File: config.mk
export PLATFORM = sky130hd
export DESIGN_NAME = hazard_scoreboard_flat
export DESIGN_NICKNAME = d
export VERILOG_FILES = /design/src/rtl/hazard_pkg.sv /design/src/rtl/hazard_scoreboard_if.sv /design/src/rtl/hazard_src_check.sv /design/src/rtl/hazard_scoreboard.sv /design/src/flat_wrapper.sv
export SDC_FILE = /design/constraint.sdc
export NUM_CORES = 1
export LEC_CHECK = 0
export CAP_MARGIN = 20
export CORE_UTILIZATION = 40
export DETAILED_ROUTE_END_ITERATION = 8
export PLACE_DENSITY = 0.66
export SLEW_MARGIN = 40
export SYNTH_ARGS = -nofsm -noshare
export SYNTH_HDL_FRONTEND = slang
export SYNTH_SLANG_ARGS = --single-unit
File: constraint.sdc
create_clock -name clk -period 9.55 [get_ports clk]
set_clock_uncertainty 0.15 [all_clocks]
set_input_delay 2.865 -clock clk [delete_from_list [all_inputs] [get_ports clk]]
set_output_delay 2.865 -clock clk [all_outputs]
set_load 0.01 [all_outputs]
File: src/rtl/hazard_pkg.sv
// Shared types and encodings for the decode-stage hazard scoreboard.
package hazard_pkg;

    // Widest register index a stage entry can hold; narrower indices are zero-extended.
    localparam int ENTRY_RD_W      = 8;
    localparam int FWD_SEL_REGFILE = 0;

    typedef struct packed {
        logic                  valid;
        logic [ENTRY_RD_W-1:0] rd;
        logic                  rd_write;
        logic                  is_load;
    } stage_entry_t;

    function automatic int fwd_sel_width(input int num_stages);
        return $clog2(num_stages + 1);
    endfunction

endpackage

File: src/rtl/hazard_scoreboard_if.sv
// Decode-side request and hazard-response signals of the scoreboard.
interface hazard_scoreboard_if #(
    parameter int NUM_SRC    = 2,
    parameter int ADDR_WIDTH = 5,
    parameter int SEL_W      = 2
);
    logic                          dec_valid;
    logic [NUM_SRC*ADDR_WIDTH-1:0] dec_rs;
    logic [NUM_SRC-1:0]            dec_rs_used;
    logic [ADDR_WIDTH-1:0]         dec_rd;
    logic                          dec_rd_write;
    logic                          dec_is_load;
    logic                          redirect;
    logic                          stall;
    logic                          flush_dec;
    logic [NUM_SRC*SEL_W-1:0]      fwd_sel;
    logic [31:0]                   stall_cycles;

    modport master (
        output dec_valid, dec_rs, dec_rs_used, dec_rd, dec_rd_write, dec_is_load, redirect,
        input  stall, flush_dec, fwd_sel, stall_cycles
    );

    modport slave (
        input  dec_valid, dec_rs, dec_rs_used, dec_rd, dec_rd_write, dec_is_load, redirect,
        output stall, flush_dec, fwd_sel, stall_cycles
    );
endinterface

File: src/rtl/hazard_src_check.sv
// Finds the youngest in-flight producer of one source operand and decides
// whether its result can be forwarded this cycle.
module hazard_src_check
    import hazard_pkg::*;
#(
    parameter int ADDR_WIDTH       = 5,
    parameter int NUM_STAGES       = 3,
    parameter int FWD_ENABLE       = 1,
    parameter int LOAD_READY_STAGE = 2,
    parameter int SEL_W            = 2
) (
    input  stage_entry_t [NUM_STAGES-1:0] i_stages,
    input  logic                          i_dec_valid,
    input  logic                          i_rs_used,
    input  logic [ADDR_WIDTH-1:0]         i_rs,
    output logic                          o_hazard,
    output logic                          o_ready,
    output logic [SEL_W-1:0]              o_sel
);
    logic             w_found;
    logic             w_load;
    logic [SEL_W-1:0] w_k;

    // Scan oldest to youngest so the youngest match is the one left standing.
    always_comb begin
        w_found = 1'b0;
        w_load  = 1'b0;
        w_k     = '0;
        for (int k = NUM_STAGES - 1; k >= 0; k--) begin
            if (i_stages[k].valid && i_stages[k].rd_write &&
                i_stages[k].rd == ENTRY_RD_W'(i_rs)) begin
                w_found = 1'b1;
                w_load  = i_stages[k].is_load;
                w_k     = SEL_W'(k + 1);
            end
        end
    end

    assign o_hazard = i_dec_valid & i_rs_used & (i_rs != '0) & w_found;
    assign o_ready  = (FWD_ENABLE != 0) && (!w_load || int'(w_k) >= LOAD_READY_STAGE);
    assign o_sel    = (o_hazard && o_ready) ? w_k : SEL_W'(FWD_SEL_REGFILE);

endmodule

File: src/rtl/hazard_scoreboard.sv
// In-order pipeline hazard scoreboard: tracks destinations in flight after
// decode and produces stall, decode flush and per-source forwarding selects.
module hazard_scoreboard
    import hazard_pkg::*;
#(
    parameter int NUM_REGS         = 32,
    parameter int ADDR_WIDTH       = $clog2(NUM_REGS),
    parameter int NUM_STAGES       = 3,
    parameter int NUM_SRC          = 2,
    parameter int FWD_ENABLE       = 1,
    parameter int LOAD_READY_STAGE = 2
) (
    input logic               clk,
    input logic               rst,
    hazard_scoreboard_if.slave bus
);
    localparam int SEL_W = fwd_sel_width(NUM_STAGES);

    stage_entry_t [NUM_STAGES-1:0] r_stages;
    logic [31:0]                   r_stall_cycles;
    stage_entry_t                  w_dec_entry;
    logic [NUM_SRC-1:0]            w_hazard;
    logic [NUM_SRC-1:0]            w_ready;
    logic [NUM_SRC*SEL_W-1:0]      w_src_sel;
    logic                          w_stall;
    logic                          w_accept;

    genvar gi;
    generate
        for (gi = 0; gi < NUM_SRC; gi++) begin : g_src
            hazard_src_check #(
                .ADDR_WIDTH       (ADDR_WIDTH),
                .NUM_STAGES       (NUM_STAGES),
                .FWD_ENABLE       (FWD_ENABLE),
                .LOAD_READY_STAGE (LOAD_READY_STAGE),
                .SEL_W            (SEL_W)
            ) u_chk (
                .i_stages    (r_stages),
                .i_dec_valid (bus.dec_valid),
                .i_rs_used   (bus.dec_rs_used[gi]),
                .i_rs        (bus.dec_rs[gi*ADDR_WIDTH +: ADDR_WIDTH]),
                .o_hazard    (w_hazard[gi]),
                .o_ready     (w_ready[gi]),
                .o_sel       (w_src_sel[gi*SEL_W +: SEL_W])
            );
        end
    endgenerate

    // A redirect squashes decode, so a stall would only delay the refetch.
    assign w_stall  = (|(w_hazard & ~w_ready)) & ~bus.redirect;
    assign w_accept = bus.dec_valid & ~w_stall & ~bus.redirect;

    always_comb begin
        w_dec_entry          = '0;
        w_dec_entry.valid    = w_accept;
        w_dec_entry.rd       = ENTRY_RD_W'(bus.dec_rd);
        w_dec_entry.rd_write = bus.dec_rd_write;
        w_dec_entry.is_load  = bus.dec_is_load;
    end

    // Only the valid bits are reset; the payload of an invalid entry is ignored.
    always_ff @(posedge clk) begin
        for (int k = NUM_STAGES - 1; k >= 1; k--) begin
            r_stages[k] <= r_stages[k-1];
        end
        r_stages[0] <= w_dec_entry;
        if (rst) begin
            for (int k = 0; k < NUM_STAGES; k++) begin
                r_stages[k].valid <= 1'b0;
            end
        end
    end

    always_ff @(posedge clk) begin
        if (rst) begin
            r_stall_cycles <= '0;
        end else if (w_stall && r_stall_cycles != 32'hFFFF_FFFF) begin
            r_stall_cycles <= r_stall_cycles + 32'd1;
        end
    end

    assign bus.stall        = w_stall;
    assign bus.flush_dec    = bus.redirect;
    assign bus.fwd_sel      = w_stall ? '0 : w_src_sel;
    assign bus.stall_cycles = r_stall_cycles;

endmodule

File: src/flat_wrapper.sv
// flat-port wrapper written by rule: the top's interface ports become plain ports
module hazard_scoreboard_flat import hazard_pkg::*;
#(
    parameter int NUM_REGS         = 32,
    parameter int ADDR_WIDTH       = $clog2(NUM_REGS),
    parameter int NUM_STAGES       = 3,
    parameter int NUM_SRC          = 2,
    parameter int FWD_ENABLE       = 1,
    parameter int LOAD_READY_STAGE = 2
)
  (clk, rst, bus_dec_valid, bus_dec_rs, bus_dec_rs_used, bus_dec_rd, bus_dec_rd_write, bus_dec_is_load, bus_redirect, bus_stall, bus_flush_dec, bus_fwd_sel, bus_stall_cycles);
  hazard_scoreboard_if #(.NUM_SRC(NUM_SRC), .ADDR_WIDTH(ADDR_WIDTH), .SEL_W(($clog2((3) + 1)))) bus_i ();
  input logic clk;
  input logic rst;
  input wire logic [$bits(bus_i.dec_valid)-1:0] bus_dec_valid;
  input wire logic [$bits(bus_i.dec_rs)-1:0] bus_dec_rs;
  input wire logic [$bits(bus_i.dec_rs_used)-1:0] bus_dec_rs_used;
  input wire logic [$bits(bus_i.dec_rd)-1:0] bus_dec_rd;
  input wire logic [$bits(bus_i.dec_rd_write)-1:0] bus_dec_rd_write;
  input wire logic [$bits(bus_i.dec_is_load)-1:0] bus_dec_is_load;
  input wire logic [$bits(bus_i.redirect)-1:0] bus_redirect;
  output wire logic [$bits(bus_i.stall)-1:0] bus_stall;
  output wire logic [$bits(bus_i.flush_dec)-1:0] bus_flush_dec;
  output wire logic [$bits(bus_i.fwd_sel)-1:0] bus_fwd_sel;
  output wire logic [$bits(bus_i.stall_cycles)-1:0] bus_stall_cycles;
  assign bus_i.dec_valid = bus_dec_valid;
  assign bus_i.dec_rs = bus_dec_rs;
  assign bus_i.dec_rs_used = bus_dec_rs_used;
  assign bus_i.dec_rd = bus_dec_rd;
  assign bus_i.dec_rd_write = bus_dec_rd_write;
  assign bus_i.dec_is_load = bus_dec_is_load;
  assign bus_i.redirect = bus_redirect;
  assign bus_stall = bus_i.stall;
  assign bus_flush_dec = bus_i.flush_dec;
  assign bus_fwd_sel = bus_i.fwd_sel;
  assign bus_stall_cycles = bus_i.stall_cycles;
  hazard_scoreboard #(.NUM_REGS(NUM_REGS), .ADDR_WIDTH(ADDR_WIDTH), .NUM_STAGES(NUM_STAGES), .NUM_SRC(NUM_SRC), .FWD_ENABLE(FWD_ENABLE), .LOAD_READY_STAGE(LOAD_READY_STAGE)) u_core (.clk(clk), .rst(rst), .bus(bus_i));
endmodule
# --- Word level (Yosys, flattened, before mapping) ---
# Cells that the tools add are included.
word_totals:
  regBits: 56
  latchBits: 0
  ram_bits: 0
  romBits: 0
  input_bits: 23
  out_inout_bits: 38
  word_cells: 76
  memories: 0
op_classes:
  add_sub_neg: 1
  n_mul: 0
  div_mod_pow: 0
  order_cmp: 2
  n_eq_ne: 7
  n_shift: 0
  n_mux: 21
  n_bitwise: 13
  n_reduce_logical: 19
ops:
  columns: ["cell", "n"]
  rows:
  - ["32-bit by 1-bit adder with 32-bit output, second input constant", 1]
  - ["32-bit != test, second input constant", 1]
  - ["5-bit equality test", 6]
  - ["2-bit 2-to-1 mux", 8]
  - ["1-bit logical AND", 12]
  - ["1-bit 2-to-1 mux", 12]
  - ["5-bit nonzero test", 2]
  - ["1-bit AND", 9]
  - ["2-bit greater-or-equal comparator, second input constant", 2]
  - ["4-bit 2-to-1 mux", 1]
  - ["2-bit AND", 1]
  - ["1-bit logical NOT", 2]
  - ["1-bit logical OR", 2]
  - ["1-bit NOT", 2]
  - ["2-bit NOT", 1]
  - ["2-bit OR reduction", 1]

# --- Longest topological paths before layout ---
# Gate-level depths: netlist (run 1).
logic_depth:
  word_depth: 14
  depth_mapped: 9
  depth_no_buf: 7

# --- Modules after synthesis ---
# Synthesis (run 1) repeated with hierarchy kept, for this count alone.
unflattened:
  hier_cells: 314
  hier_area_um2: 2905.3
modules_own_cells:
  columns: ["mod", "n_inst", "cells_each", "area_each_um2", "seq_area_each_um2"]
  rows:
  - ["hazard_scoreboard", 1, 240, 2337.2, 1121.1]
  - ["hazard_src_check", 2, 37, 284.0, 0.0]

# --- Worst setup path after synthesis (run 1) ---
# No wires, ideal clock.
synth_timing:
  path_type: "input to output"
  from: "input bus_dec_rs[5]"
  to: "output bus_fwd_sel[0]"
  t_arrival_ps: 4463
  t_required_ps: 6535
  slack_ps: 2072
  cell_stages: 6
  n_path_buf: 0
  path_cell_list: "or4_1 o211ai_2 nor4_4 nor2_1 inv_1 nor3_1"
synth_between:
  elab_chain_cells: 12
  word_cells_on_any_way: 26
  classes_between: "1 x order compare; 3 x eq/ne; 10 x mux; 5 x bitwise; 7 x reduce/logical"
synth_rtl:
  columns: ["element", "line", "source"]
  rows:
  - ["from (decl)", "flat_wrapper.sv:16", "input wire logic [$bits(bus_i.dec_rs)-1:0] bus_dec_rs;"]
  - ["5-bit equality test", "hazard_src_check.sv:31", "i_stages[k].rd == ENTRY_RD_W'(i_rs)) begin"]
  - ["1-bit logical AND", "hazard_src_check.sv:30", "if (i_stages[k].valid && i_stages[k].rd_write &&"]
  - ["2-bit 2-to-1 mux or 1-bit 2-to-1 mux (tied branches) (3 in series)", "hazard_src_check.sv:30", null]
  - ["2-bit greater-or-equal comparator or 1-bit logical NOT (tied branches)", "hazard_src_check.sv:40", "assign o_ready = (FWD_ENABLE != 0) && (!w_load || int'(w_k) >= LOAD_READY_STAGE);"]
  - ["1-bit logical OR", "hazard_src_check.sv:40", null]
  - ["2-bit NOT", "hazard_scoreboard.sv:50", "assign w_stall = (|(w_hazard & ~w_ready)) & ~bus.redirect;"]
  - ["2-bit AND *", "hazard_scoreboard.sv:50", null]
  - ["2-bit OR reduction *", "hazard_scoreboard.sv:50", null]
  - ["1-bit AND *", "hazard_scoreboard.sv:50", null]
  - ["via bus_stall", "flat_wrapper.sv:22", "output wire logic [$bits(bus_i.stall)-1:0] bus_stall;"]
  - ["4-bit 2-to-1 mux *", "hazard_scoreboard.sv:84", "assign bus.fwd_sel = w_stall ? '0 : w_src_sel;"]
  - ["to (decl)", "flat_wrapper.sv:24", "output wire logic [$bits(bus_i.fwd_sel)-1:0] bus_fwd_sel;"]
# The timed path passes the listed nets; every way through them passes the cells marked *.

# --- Worst setup path in the final report (run 1) ---
layout_timing:
  from: "input bus_dec_rs[5]"
  to: "output bus_fwd_sel[0]"
layout_between:
  elab_chain_cells: 12
  word_cells_on_any_way: 26
  classes_between: "1 x order compare; 3 x eq/ne; 10 x mux; 5 x bitwise; 7 x reduce/logical"
layout_rtl:
  columns: ["element", "line"]
  rows:
  - ["5-bit equality test", "hazard_src_check.sv:31"]
  - ["1-bit logical AND", "hazard_src_check.sv:30"]
  - ["2-bit 2-to-1 mux or 1-bit 2-to-1 mux (tied branches) (3 in series)", "hazard_src_check.sv:30"]
  - ["2-bit greater-or-equal comparator or 1-bit logical NOT (tied branches)", "hazard_src_check.sv:40"]
  - ["1-bit logical OR", "hazard_src_check.sv:40"]
  - ["2-bit NOT", "hazard_scoreboard.sv:50"]
  - ["2-bit AND *", "hazard_scoreboard.sv:50"]
  - ["2-bit OR reduction *", "hazard_scoreboard.sv:50"]
  - ["1-bit AND *", "hazard_scoreboard.sv:50"]
  - ["4-bit 2-to-1 mux *", "hazard_scoreboard.sv:84"]
# Mark *: on every way between the ends. The rest lies on a longest branch, timed or not.

==> metrics.md, run 1 <==
| Metric | Value |
|---|---|
| Synth area leaders | dfxtp_1, xnor2_1, a21oi_1 |
| Final cell count without fillers | 430 |
| Synth Area in Compound Gates | 15.6% |
| CTS tree | yes |
| Routed Antenna Nets | 0 |
| Setup bufs post-CTS | 0 |
| Post-synth EDFFs | 0 |
| Grt ovf | 0 |
| Top cells by count, synth | dfxtp_1, a21oi_1, nor2_1, nand4_1, xnor2_1 |
| Dominant synthesized flop cell | dfxtp_1 |
| CTS max path bufs | 2 |
| Htree depth | 2 |
| Max-capacitance violation count | 0 |
| Setup_tns | 0 ps |
| Final instance area | 3450 µm² |
| Total power | 454 µW |
| I/O Pins | 61 |
| R2R Setup Slk | 6830 ps |
| Crit path max fanout | 6 |
| Min Tclk post-route | 8620 ps |
| Fillers | 593 |
| Area leader, netlist | dfxtp_1 |
| Syn avg cell area | 9.03 µm² |
| Synth warn | 0 |
| Worst skew pair latency | 310 ps |
| Hold Fails Final Rpt | 0 |
| Status | complete, no violations |
| Crit Path Class | primary input to output pin |
| Final Slew Violations | 0 |
| Worst Setup SP | bus_dec_rs[5] |
| Count leader, synth | dfxtp_1 |
| HPWL Detailed | 4460 µm |
| Clock-pin slew on the worst setup and hold paths | 110 ps |
| Setup violators final | 0 |
| WL final | 6020 µm |
| Tcrit/Tclk final | 90.3% |
| Max-slew headroom | 62.3% |
| Starting Density | 41.5% |
| Area growth from synthesis to layout | 30.9% |
| Worst IR Drop VDD | 62.0 µV |
| Top cell type's share of synthesized area | 41.0% |
| Vias/cell | 5.48 |
| Placed Instances | 422 |
| Core area | 6350 µm² |
| Vias | 2,356 |
| Die Footprint | 6920 µm² |
| Critical Path AT | 5610 ps |
| XOR/XNOR share of the synthesized area | 10.9% |
| Post-CTS Hold Fix Bufs | 0 |
| Worst Max-Slew Pin Slew | 551 ps |
| Largest family of logic cells by synthesized area | simple AND/OR/NAND/NOR gates |
| Port buffer count | 60 |
| Resized cells post-CTS | 0 |
| Post-Synth Adder-Cell Area | 0.474% |
| Clk sinks | 54 |
| GRT Overall Usage | 18.0% |
| Die Ht | 83.2 µm |
| Number of nets in the layout | 376 |
| Slowest CP cell | or4_1 |
| Post-Synth Simple-Gate Area | 26.8% |
| DRC | 0 |
| Width of the die | 83.2 µm |
| Mux share of post-synthesis cell area | 1.66% |
| Static Leakage | 0.00109 µW |
| First-pass GRT wire length | 10,200 µm |
| Pwr dens | 132 nW/µm² |
| FF/Latch Area | 1080 µm² |
| Cell variety after synth | 42 |
| Drt wl/cell | 14.0 µm |
| RSZ-0062 raised after global routing | false |
| Hold path start | u_core.r_stages[17]$_DFF_P_ |
| Async SR Flop Fraction | 0% |
| Post-Syn Area | 2640 µm² |
| First-pass iteration count of the detailed router | 4 |
| Initial DRC Count | 146 |
| Cell count after synthesis | 292 |
| Most frequent CP cell | clkdlybuf4s50_1 |
| WP data required | 6540 ps |
| FP Rows | 29 |
| Max incr delay on CP | 600 ps |
| Worst Hold Class | flop to flop |
| ANT cells | 0 |
| Area of the multi-input gates | 1460 µm² |
| Share of cells above drive strength 1 | 7.93% |
| Root Buffer | clkbuf_8 |
| Initial antenna violation count | 0 |
| Setup crit start kind | primary input |
| Post-Place Worst Slack | 929 ps |
| Setup WS post-layout | 927 ps |
| Critical Path, Cell by Cell | clkdlybuf4s50_1 > or4_1 > o211ai_2 > nor4_4 > nor2_1 > inv_1 > nor3_1 > clkdlybuf4s50_1 |
| FMAX | 0.116 GHz |
| Num CTS Buffers | 5 |
| Routability congestion estimate | 0.945 |
| Sequential area share after synthesis | 41.0% |
| CP Capture Type | output pin |
| Vias in the first global route | 2,219 |
| Yosys reg bits | 54 |
| R2R Path Start | u_core.bus.stall_cycles[0]$_SDFFE_PP0P_ |
| Dpl cell area | 3310 µm² |
| Syn_nets | 316 |
| Pin count of the biggest net entering global routing | 39 |
-- worst paths after layout --
kind,to,depth (start not counted)
worst min register to register,u_core.r_stages[28]$_DFF_P_,0
worst max register to register,u_core.bus.stall_cycles[7]$_SDFFE_PP0P_,9
worst min-delay path,u_core.r_stages[28]$_DFF_P_,0
worst max-delay path,bus_fwd_sel[0],8
-- registers in the layout, summed over array words and instances, names as in the netlist --
register / count
u_core.bus.stall_cycles: 32
u_core.r_stages: 22
-- critical path, delay by kind of cell --
| family | cells | cell delay (ps) |
|---|---|---|
| AND/OR/NAND/NOR | 4 | 1200 |
| AO/OA/AOI/OAI | 1 | 280 |
| buffers and inverters | 3 | 1260 |
-- per-layer routing --
| metal | share of wire [%] | routed length, µm | vias to the layer above | GRT usage [%] |
|---|---|---|---|---|
| met1 | 48 | 2890 | 1094 | 23.2 |
| li1 | - | - | 1206 | - |
| met2 | 47 | 2820 | 50 | 30.4 |
| met4 | 1.2 | 74 | 0 | 5.64 |
| met5 | 0 | 0 | - | 0 |
| met3 | 3.9 | 235 | 6 | 3.28 |
-- cell families after synthesis --
kind of cell,count (synthesis)
buffers and inverters,16
multiplexers,4
flip-flops,54
adder cells (fa/ha/maj),1
AO/OA/AOI/OAI,63
AND/OR/NAND/NOR,123
XOR/XNOR,31
-- layout make-up --
cell class              instances  area share, %
multi-input cells             222           42.3
well taps                      77           2.79
clock inverters                 2           1.74
inverters                       6          0.652
flip-flops and latches         54           31.3
repair buffers                 63           18.8
clock buffers                   6           2.39
-- report_power, final --
part           total (µW)  switching [µW]  internal (µW)
clock network         188            76.2            112
registers             234            4.72            230
logic                31.6            13.8           17.8
-- cells in the final DEF, fill, tap and decap left out, drive strengths merged --
master	n
and4b	1
nor2b	7
dfxtp	54
or2	4
a21oi	24
nor2	19
nand4	17
nand2	15
o31a	1
or4	13
clkdlybuf4s50	60
and2	2
and4	1
buf	3
a2111oi	1
ha	1
o21ai	12
o21a	3
or3	12
o22ai	2
nor4b	2
nor3	9
inv	6
nand3	13
clkbuf	6
nor4	7
mux2i	1
xor2	13
mux2	3
o211ai	2
xnor2	18
o21ba	4
a31oi	2
bufinv	2
a311oi	1
o31ai	11
nand2b	1
-- through the flow --
step | utilization, % | hold slack, ps
finish | 54.4 | 232
global route | 54.4 | 245
CTS | 54.4 | 238
detailed placement | 52.1 | 224
global placement | 51.4 | 227
floorplan | - | 200
No activity file was read; power rests on OpenSTA's default activity.
==> run 2: changes to the inputs <==
- CORE_MARGIN: not set -> 4
==> run 2 against run 1 <==
- largest cell class unchanged
- critical endpoint is now bus_fwd_sel[2]
- core utilization decreased by 1.4 points
- maximum frequency increased by 0.11%
- critical path depth unchanged
- clock power decreased by 34%
- non-clock buffer count unchanged
==> metrics.md, run 2 (same netlist as run 1, synthesis figures left out) <==
| Metric | Value |
|---|---|
| Clk sinks | 54 |
| CTS tree | yes |
| Initial antenna violation count | 0 |
| Critical Path, Cell by Cell | clkdlybuf4s50_1 > or4_1 > o211ai_2 > nor4_4 > nor2_1 > inv_1 > nor3_1 > clkdlybuf4s50_1 |
| Vias in the first global route | 2,178 |
| Hold Fails Final Rpt | 0 |
| Most frequent CP cell | clkdlybuf4s50_1 |
| Hold path start | u_core.r_stages[12]$_DFF_P_ |
| Setup crit start kind | primary input |
| Grt ovf | 0 |
| Crit path max fanout | 6 |
| Setup_tns | 0 ps |
| Worst reg2reg path depth | 9 |
| First-pass GRT wire length | 9940 µm |
| Static Leakage | 0.00106 µW |
| Combinational power share | 8.1% |
| Htree depth | 2 |
| Resized cells post-CTS | 0 |
| Internal power | 304 µW |
| Number of nets in the layout | 376 |
| Max-capacitance violation count | 0 |
| Switching power | 87.9 µW |
| Vias/cell | 5.49 |
| Routability congestion estimate | 0.809 |
| Hold slack | 222 ps |
| Worst Hold End | u_core.r_stages[23]$_DFF_P_ |
| CP Capture Type | output pin |
| ANT cells | 0 |
| WL final | 6110 µm |
| Most common cell after layout, fill and taps aside | clkdlybuf4s50_1 |
| Clock-pin slew on the worst setup and hold paths | 90 ps |
| Pin count of the biggest net entering global routing | 39 |
| Total power | 392 µW |
| DRC | 0 |
| CP Buf/Inv Count | 3 |
| I/O Pins | 61 |
| Num CTS Buffers | 5 |
| Setup bufs post-CTS | 0 |
| Die Ht | 89.2 µm |
| R2R Setup Slk | 6900 ps |
| Setup violators final | 0 |
| Worst skew pair latency | 300 ps |
| Critical Path AT | 5600 ps |
| Area growth from synthesis to layout | 28.1% |
| Share of cells above drive strength 1 | 7.41% |
| Sw frac | 22.5% |
| Sequential group share of total power | 59.9% |
| Crit path max-delay family | buffers and inverters |
| Worst Max-Slew Pin Slew | 505 ps |
| Vias | 2,350 |
| WP data required | 6540 ps |
| Pwr dens | 116 nW/µm² |
| Initial DRC Count | 124 |
| Post-CTS Hold Fix Bufs | 0 |
| Max-slew headroom | 65.5% |
| Min Tclk post-route | 8610 ps |
| Routed Antenna Nets | 0 |
| Width of the die | 89.2 µm |
| Drt wl/cell | 14.3 µm |
| GRT Overall Usage | 15.6% |
| Slowest CP cell | or4_1 |
| RR Endpoint | u_core.bus.stall_cycles[7]$_SDFFE_PP0P_ |
| Crit Path Class | primary input to output pin |
| Worst Hold Class | flop to flop |
| CTS max path bufs | 2 |
| Port buffer count | 60 |
| Fillers | 611 |
| Max incr delay on CP | 580 ps |
| Status | complete, no violations |
| Hold path cells | 0 |
| R2R Path Start | u_core.bus.stall_cycles[0]$_SDFFE_PP0P_ |
| Worst IR Drop VDD | 70.0 µV |
| Core area | 6390 µm² |
| HPWL Detailed | 4690 µm |
| FP Rows | 29 |
| FMAX | 0.116 GHz |
| Tcrit/Tclk final | 90.2% |
| First-pass iteration count of the detailed router | 4 |
| Max reg flops | 32 |
| Root Buffer | clkbuf_8 |
| Final cell count without fillers | 428 |
| RSZ-0062 raised after global routing | false |
| Placed Instances | 422 |
| Commonest non-fill, non-tap cells in the layout | clkdlybuf4s50_1, dfxtp_1, a21oi_1, nor2_1 |
| Starting Density | 41.3% |
| Clock share of power | 32.0% |
| Final Slew Violations | 0 |
| Die Footprint | 7960 µm² |
## run 2: how the worst max path moves through the flow
stage                        startpoint             end  slack, ps  cells after the start
after CTS                 bus_dec_rs[5]  bus_fwd_sel[2]        920                      8
final                     bus_dec_rs[5]  bus_fwd_sel[2]        940                      8
after global placement    bus_dec_rs[8]  bus_fwd_sel[2]        960                      8
after floorplan           bus_dec_rs[5]  bus_fwd_sel[0]       2070                      6
after detailed placement  bus_dec_rs[5]  bus_fwd_sel[2]        950                      8
after global routing      bus_dec_rs[5]  bus_fwd_sel[0]        670                      8
## run 2: stage by stage
| stage | worst slack [ps] | cell area, µm² | util (%) |
|---|---|---|---|
| 3_3_place_gp | 958 | 3270 | 51.2 |
| 5_1_grt | 668 | 3380 | 52.9 |
| 2_1_floorplan | 2070 | 2640 | - |
| 6_report | 937 | 3380 | 52.9 |
| 4_1_cts | 921 | 3380 | 52.9 |
| 3_5_place_dp | 946 | 3300 | 51.6 |
## run 2: layer usage
| metal | global-route usage (%) | routed length [µm] |
|---|---|---|
| met5 | 0 | 0 |
| met4 | 5.28 | 75 |
| met3 | 3.13 | 252 |
| met2 | 25.7 | 2830 |
| met1 | 20.5 | 2960 |
## run 2: area by class of cell
class	instances	area (µm²)	area share, %
clock buffer	6	82.6	2.44
inverter	6	22.5	0.666
multi-input combinational	222	1460	43.2
sequential	54	1080	32.0
tap	77	96.3	2.85
timing repair buffer	63	638	18.9
## run 2: power groups by stage
| stage | clock network (µW) | logic [µW] | registers (µW) |
|---|---|---|---|
| after floorplan | 0 | 16.4 | 238 |
| after global placement | 0 | 31.6 | 240 |
| after detailed placement | 0 | 31.8 | 240 |
| after CTS | 130 | 31.9 | 234 |
| after global routing | 138 | 34.3 | 235 |
| final | 125 | 31.8 | 234 |
==> run 3: changes to the inputs <==
- PLACE_DENSITY: 0.66 -> 0.65
- SYNTH_HIERARCHICAL: not set -> 1
==> run 3 against run 2 <==
- flip-flop and latch count unchanged
- wire length rose by 13%
- worst setup slack got worse by 270 ps
- cell count up 14%
- combinational power grew 2%
- final area is 9.4% higher
- synthesized area increased by 8.6%
- largest cell class unchanged
- core utilization is 0.92 points higher
- hold slack better by 0.99 ps
- sequential power about the same
- sequential share of layout area down 2.8 points
- highest routed layer unchanged
==> metrics.md, run 3 <==
| Metric | Value |
|---|---|
| Area of the multi-input gates | 1760 µm² |
| Tcrit/Tclk final | 93.0% |
| Num CTS Buffers | 5 |
| Worst IR Drop VDD | 56.4 µV |
| Pwr dens | 109 nW/µm² |
| Drt wl/cell | 14.2 µm |
| Setup crit start kind | primary input |
| WL final | 6880 µm |
| Max reg flops | 32 |
| CP Depth | 10 |
| HPWL Detailed | 5160 µm |
| Vias in the first global route | 2,382 |
| Vias/cell | 5.09 |
| Cell count after synthesis | 312 |
| Routed Antenna Nets | 0 |
| Max-slew headroom | 64.1% |
| FF/Latch Area | 1080 µm² |
| Core area | 6870 µm² |
| Pin count of the biggest net entering global routing | 40 |
| Final Slew Violations | 0 |
| GRT Overall Usage | 16.4% |
| Routability congestion estimate | 0.969 |
| Status | complete, no violations |
| Width of the die | 92.6 µm |
| Worst Setup SP | bus_dec_rs[7] |
| Static Leakage | 0.00124 µW |
| Crit path max-delay family | simple AND/OR/NAND/NOR gates |
| Post-Syn Area | 2870 µm² |
| Clock-pin slew on the worst setup and hold paths | 110 ps |
| Syn avg cell area | 9.18 µm² |
| Max-capacitance violation count | 0 |
| Die Footprint | 8580 µm² |
| Post-CTS Hold Fix Bufs | 0 |
| Initial DRC Count | 82 |
| Setup WS post-layout | 669 ps |
| Most common cell after layout, fill and taps aside | clkdlybuf4s50_1 |
| Commonest non-fill, non-tap cells in the layout | clkdlybuf4s50_1, dfxtp_1, a21oi_1, nand2_1, o21ai_0 |
| First-pass iteration count of the detailed router | 4 |
| Setup_tns | 0 ps |
| Die Ht | 92.6 µm |
| Port buffer count | 60 |
| CP Capture Type | output pin |
| Setup bufs post-CTS | 0 |
| Resized cells post-CTS | 0 |
| RR Endpoint | u_core/bus.stall_cycles[20]$_SDFFE_PP0P_ |
| Critical Path AT | 5870 ps |
| FP Rows | 30 |
| Setup violators final | 0 |
| Post-Place Worst Slack | 690 ps |
| Initial antenna violation count | 0 |
| First-pass GRT wire length | 11,400 µm |
| DRC | 0 |
| Htree depth | 2 |
| Number of nets in the layout | 413 |
| Worst Max-Slew Pin Slew | 533 ps |
| Starting Density | 41.7% |
| Worst reg2reg path depth | 10 |
| Min Tclk post-route | 8880 ps |
| Area growth from synthesis to layout | 29.1% |
| Hold Fails Final Rpt | 0 |
| Worst Hold Class | flop to flop |
| Crit path max fanout | 10 |
| Share of cells above drive strength 1 | 11.0% |
| RSZ-0062 raised after global routing | false |
| CTS max path bufs | 2 |
| Fillers | 648 |
| R2R Path Start | u_core/r_stages[10]$_SDFF_PP0_ |
| FMAX | 0.113 GHz |
| Max incr delay on CP | 570 ps |
| CTS tree | yes |
| Clk sinks | 54 |
| Critical Path, Cell by Cell | clkdlybuf4s50_1 > or4_1 > o211ai_1 > nor2_1 > nand2b_1 > nand2_1 > nand2b_1 > clkinv_1 > nor2b_1 > clkdlybuf4s50_1 |
| Final cell count without fillers | 486 |
| CP Buf/Inv Count | 3 |
| Synth warn | 6 |
| ANT cells | 0 |
| Slowest CP cell | or4_1 |
| Grt ovf | 0 |
| Crit Path Class | primary input to output pin |
| WP data required | 6540 ps |
| Worst skew pair latency | 310 ps |
| CP Capture Point | bus_fwd_sel[3] |
| Vias | 2,472 |
| R2R Setup Slk | 6250 ps |
| I/O Pins | 61 |
| Placed Instances | 478 |
| Root Buffer | clkbuf_8 |
[run 3: how the worst min path moves through the flow]
stage	start	endpoint	slack (ps)	cells past startpoint
final	u_core/r_stages[12]$_DFF_P_	u_core/r_stages[23]$_DFF_P_	220	0
after global routing	u_core/r_stages[12]$_DFF_P_	u_core/r_stages[23]$_DFF_P_	240	0
after CTS	u_core/r_stages[12]$_DFF_P_	u_core/r_stages[23]$_DFF_P_	220	0
after detailed placement	u_core/r_stages[12]$_DFF_P_	u_core/r_stages[23]$_DFF_P_	210	0
after global placement	u_core/r_stages[12]$_DFF_P_	u_core/r_stages[23]$_DFF_P_	210	0
after floorplan	u_core/r_stages[1]$_DFF_P_	u_core/r_stages[12]$_DFF_P_	200	0
[run 3: report_power, final]
part           leakage (µW)  switching, µW  internal [µW]
registers          0.000442           4.71            230
logic              0.000748           15.2           17.2
clock network     0.0000502           82.3           54.5
[run 3: stage by stage]
step	hold slack (ps)	power (µW)	instance area, µm²	util [%]
after global placement	210	272	3600	52.4
after floorplan	201	256	2930	-
after CTS	222	409	3700	53.8
final	223	404	3700	53.8
after global routing	242	422	3700	53.8
after detailed placement	207	272	3600	52.4
[run 3: layout make-up]
class,count,share of cell area (%)
Multi-Input combinational cell,260,47.5
Sequential cell,54,29.2
Timing Repair Buffer,63,16.8
Tap cell,96,3.25
Clock buffer,5,1.86
Clock inverter,3,0.778
Inverter,5,0.507
[run 3: per-layer routing]
metal  up-vias  track usage (%)  share of wire, %
met5         -                0                 0
met4         0             5.49               1.2
met3         8             3.17               3.5
met2        42             24.8                44
met1      1147             23.2                51
li1       1275                -                 -
==> RTL change: new RTL, settings of run 2 <==
`NUM_REGS` is set to 32 in 2 places; all go to 64.
--- a/src/rtl/hazard_scoreboard.sv
+++ b/src/rtl/hazard_scoreboard.sv
@@ -3,7 +3,7 @@
 module hazard_scoreboard
     import hazard_pkg::*;
 #(
-    parameter int NUM_REGS         = 32,
+    parameter int NUM_REGS         = 64,
     parameter int ADDR_WIDTH       = $clog2(NUM_REGS),
     parameter int NUM_STAGES       = 3,
     parameter int NUM_SRC          = 2,
--- a/src/flat_wrapper.sv
+++ b/src/flat_wrapper.sv
@@ -1,7 +1,7 @@
 // flat-port wrapper written by rule: the top's interface ports become plain ports
 module hazard_scoreboard_flat import hazard_pkg::*;
 #(
-    parameter int NUM_REGS         = 32,
+    parameter int NUM_REGS         = 64,
     parameter int ADDR_WIDTH       = $clog2(NUM_REGS),
     parameter int NUM_STAGES       = 3,
     parameter int NUM_SRC          = 2,
Ports: changed (resized bus_dec_rd and bus_dec_rs); port bits go from 61 to 64. The function was not compared with the original's and may differ.
==> RTL change against run 2 <==
- total power increased by 35%
- area after synthesis increased by 12%
- sequential cell count increased by 3
- global-route usage increased by 1.6 points
- wire length increased by 16%
- cell area increased by 14%
- worst setup slack improved by 180 ps
- die area increased by 11%
- critical path type unchanged
- largest cell class unchanged
==> RTL change: results (changes against run 2) <==
** Clocking
- The later-pin clock latency in the skew report was 340 ps (was 300 ps).
- The CTS buffer count is 9 (was 5).
- Number of H-tree levels :: 3 (was 2)

** Detailed routing
- The detailed router's first-iteration violation count is 77 (was 124).
- The total wire length came to 7090 microns (was 6110 microns).
- DR vias/cell :: 5.08 (was 5.49)

** Layout
- The number of nets at the end of the flow was 401 (was 376).
- The total of fill cells in the finished design was 700 (was 611).
- Share of post-route cells with drive strength above 1 :: 0.121 (was 0.0741)

** Placed design
- The post-place instance area is 3650 sq um (was 3300 sq um).
- Number of port buffers :: 63 (was 60)
- # placed instances :: 462 (was 422)
- The worst setup slack before clock tree synthesis came to 1160 ps (was 946 ps).
- RePlAce Congestion :: 0.841 (was 0.809)

** Setup path
- The critical path data arrival time is 5420 ps (was 5600 ps).
- The critical-path maximum fanout was 24 (was 6).
- Kind of cell adding the most delay to the critical path :: simple AND/OR/NAND/NOR gates (was buffers and inverters)
- Delay of the slowest cell on the worst path :: 600 ps (was 580 ps)
- The slowest cell on the critical path is clkdlybuf4s50_1 (was or4_1).

** Synth
- Adder-cell area share of the yosys netlist :: 0.00423 (was 0.00474)
- The proportion of synthesized chip area in sequential cells is 0.386 (was 0.410).
- Synthesized-area fraction occupied by xor and xnor cells :: 0.163 (was 0.109)
- The cell count after synthesis is 310 (was 292).
- The proportion of synthesized area in mux cells came to 0.0224 (was 0.0166).
- Main area contributors after synthesis :: dfxtp_1, xnor2_1, xor2_1 (was dfxtp_1, xnor2_1, a21oi_1)
- Most instantiated cells after synthesis :: dfxtp_1, nor2_1, xnor2_1, xor2_1, nand2_1 (was dfxtp_1, a21oi_1, nor2_1, nand4_1, xnor2_1)
- The number of distinct standard cells referenced by the synthesized netlist is 46 (was 42).

** Power and ir drop
- The static leakage power came to 1.24 nW (was 1.06 nW).
- Max rail drop VDD :: 0.0703 mV (was 0.0700 mV)
- The switching power share of the total was 0.230 (was 0.225).

** GRT
- Global-route wire length before repair :: 12,000 microns (was 9940 microns)
- The maximum number of pins on one net before global-route repair came to 43 (was 39).
- Via count of the first global-routing pass :: 2,423 (was 2,178)
- The all-layer global routing usage came to 0.172 (was 0.156).

** Outcome
- Status :: complete, no violations (unchanged)

** Timing
- Normalized max-slew margin :: 0.580 (was 0.655)
[RTL change: power groups by stage]
stage | Combinational (mW) | Sequential [mW] | Clock (mW)
after floorplan | 0.0193 | 0.252 | 0
after global placement | 0.0378 | 0.254 | 0
after detailed placement | 0.0374 | 0.253 | 0
after CTS | 0.0377 | 0.248 | 0.247
after global routing | 0.0404 | 0.249 | 0.257
final | 0.0376 | 0.248 | 0.243
[RTL change: kinds of logic (layout without fill, tap and decap cells)]
kind of cell | Yosys count | count (layout)
buf+inv | 15 | 84
mux | 6 | 6
compound gates | 45 | 45
fa+ha+maj | 1 | 1
flops | 57 | 57
xor+xnor | 55 | 55
simple gates | 131 | 131
[RTL change: area by class of cell]
class / instances / area, sq um / area share
tap: 99 / 124 / 0.0321
clock inverter: 7 / 85.1 / 0.0220
timing repair buffer: 64 / 638 / 0.165
inverter: 4 / 15.0 / 0.00389
sequential: 57 / 1140 / 0.295
clock buffer: 9 / 124 / 0.0321
multi-input combinational: 238 / 1740 / 0.449
[RTL change: path summary, 6_finish.rpt]
check	startpoint	endpoint	slack (ps)	depth (start not counted)
max reg2reg	u_core.bus.stall_cycles[15]	u_core.bus.stall_cycles[11]	6700	6
min reg2reg	u_core.r_stages[1]	u_core.r_stages[12]	220	0
max	bus_dec_rs[1]	bus_fwd_sel[0]	1110	7
min	u_core.r_stages[1]	u_core.r_stages[12]	220	0
[RTL change: per-layer routing]
layer | GRT usage | up-vias | routed length, microns | part of all wire
li1 | - | 1241 | - | -
met1 | 0.251 | 1112 | 3630 | 0.51
met2 | 0.237 | 69 | 2940 | 0.42
met3 | 0.0497 | 6 | 417 | 0.059
met4 | 0.0638 | 0 | 97 | 0.014
met5 | 0 | - | 0 | 0
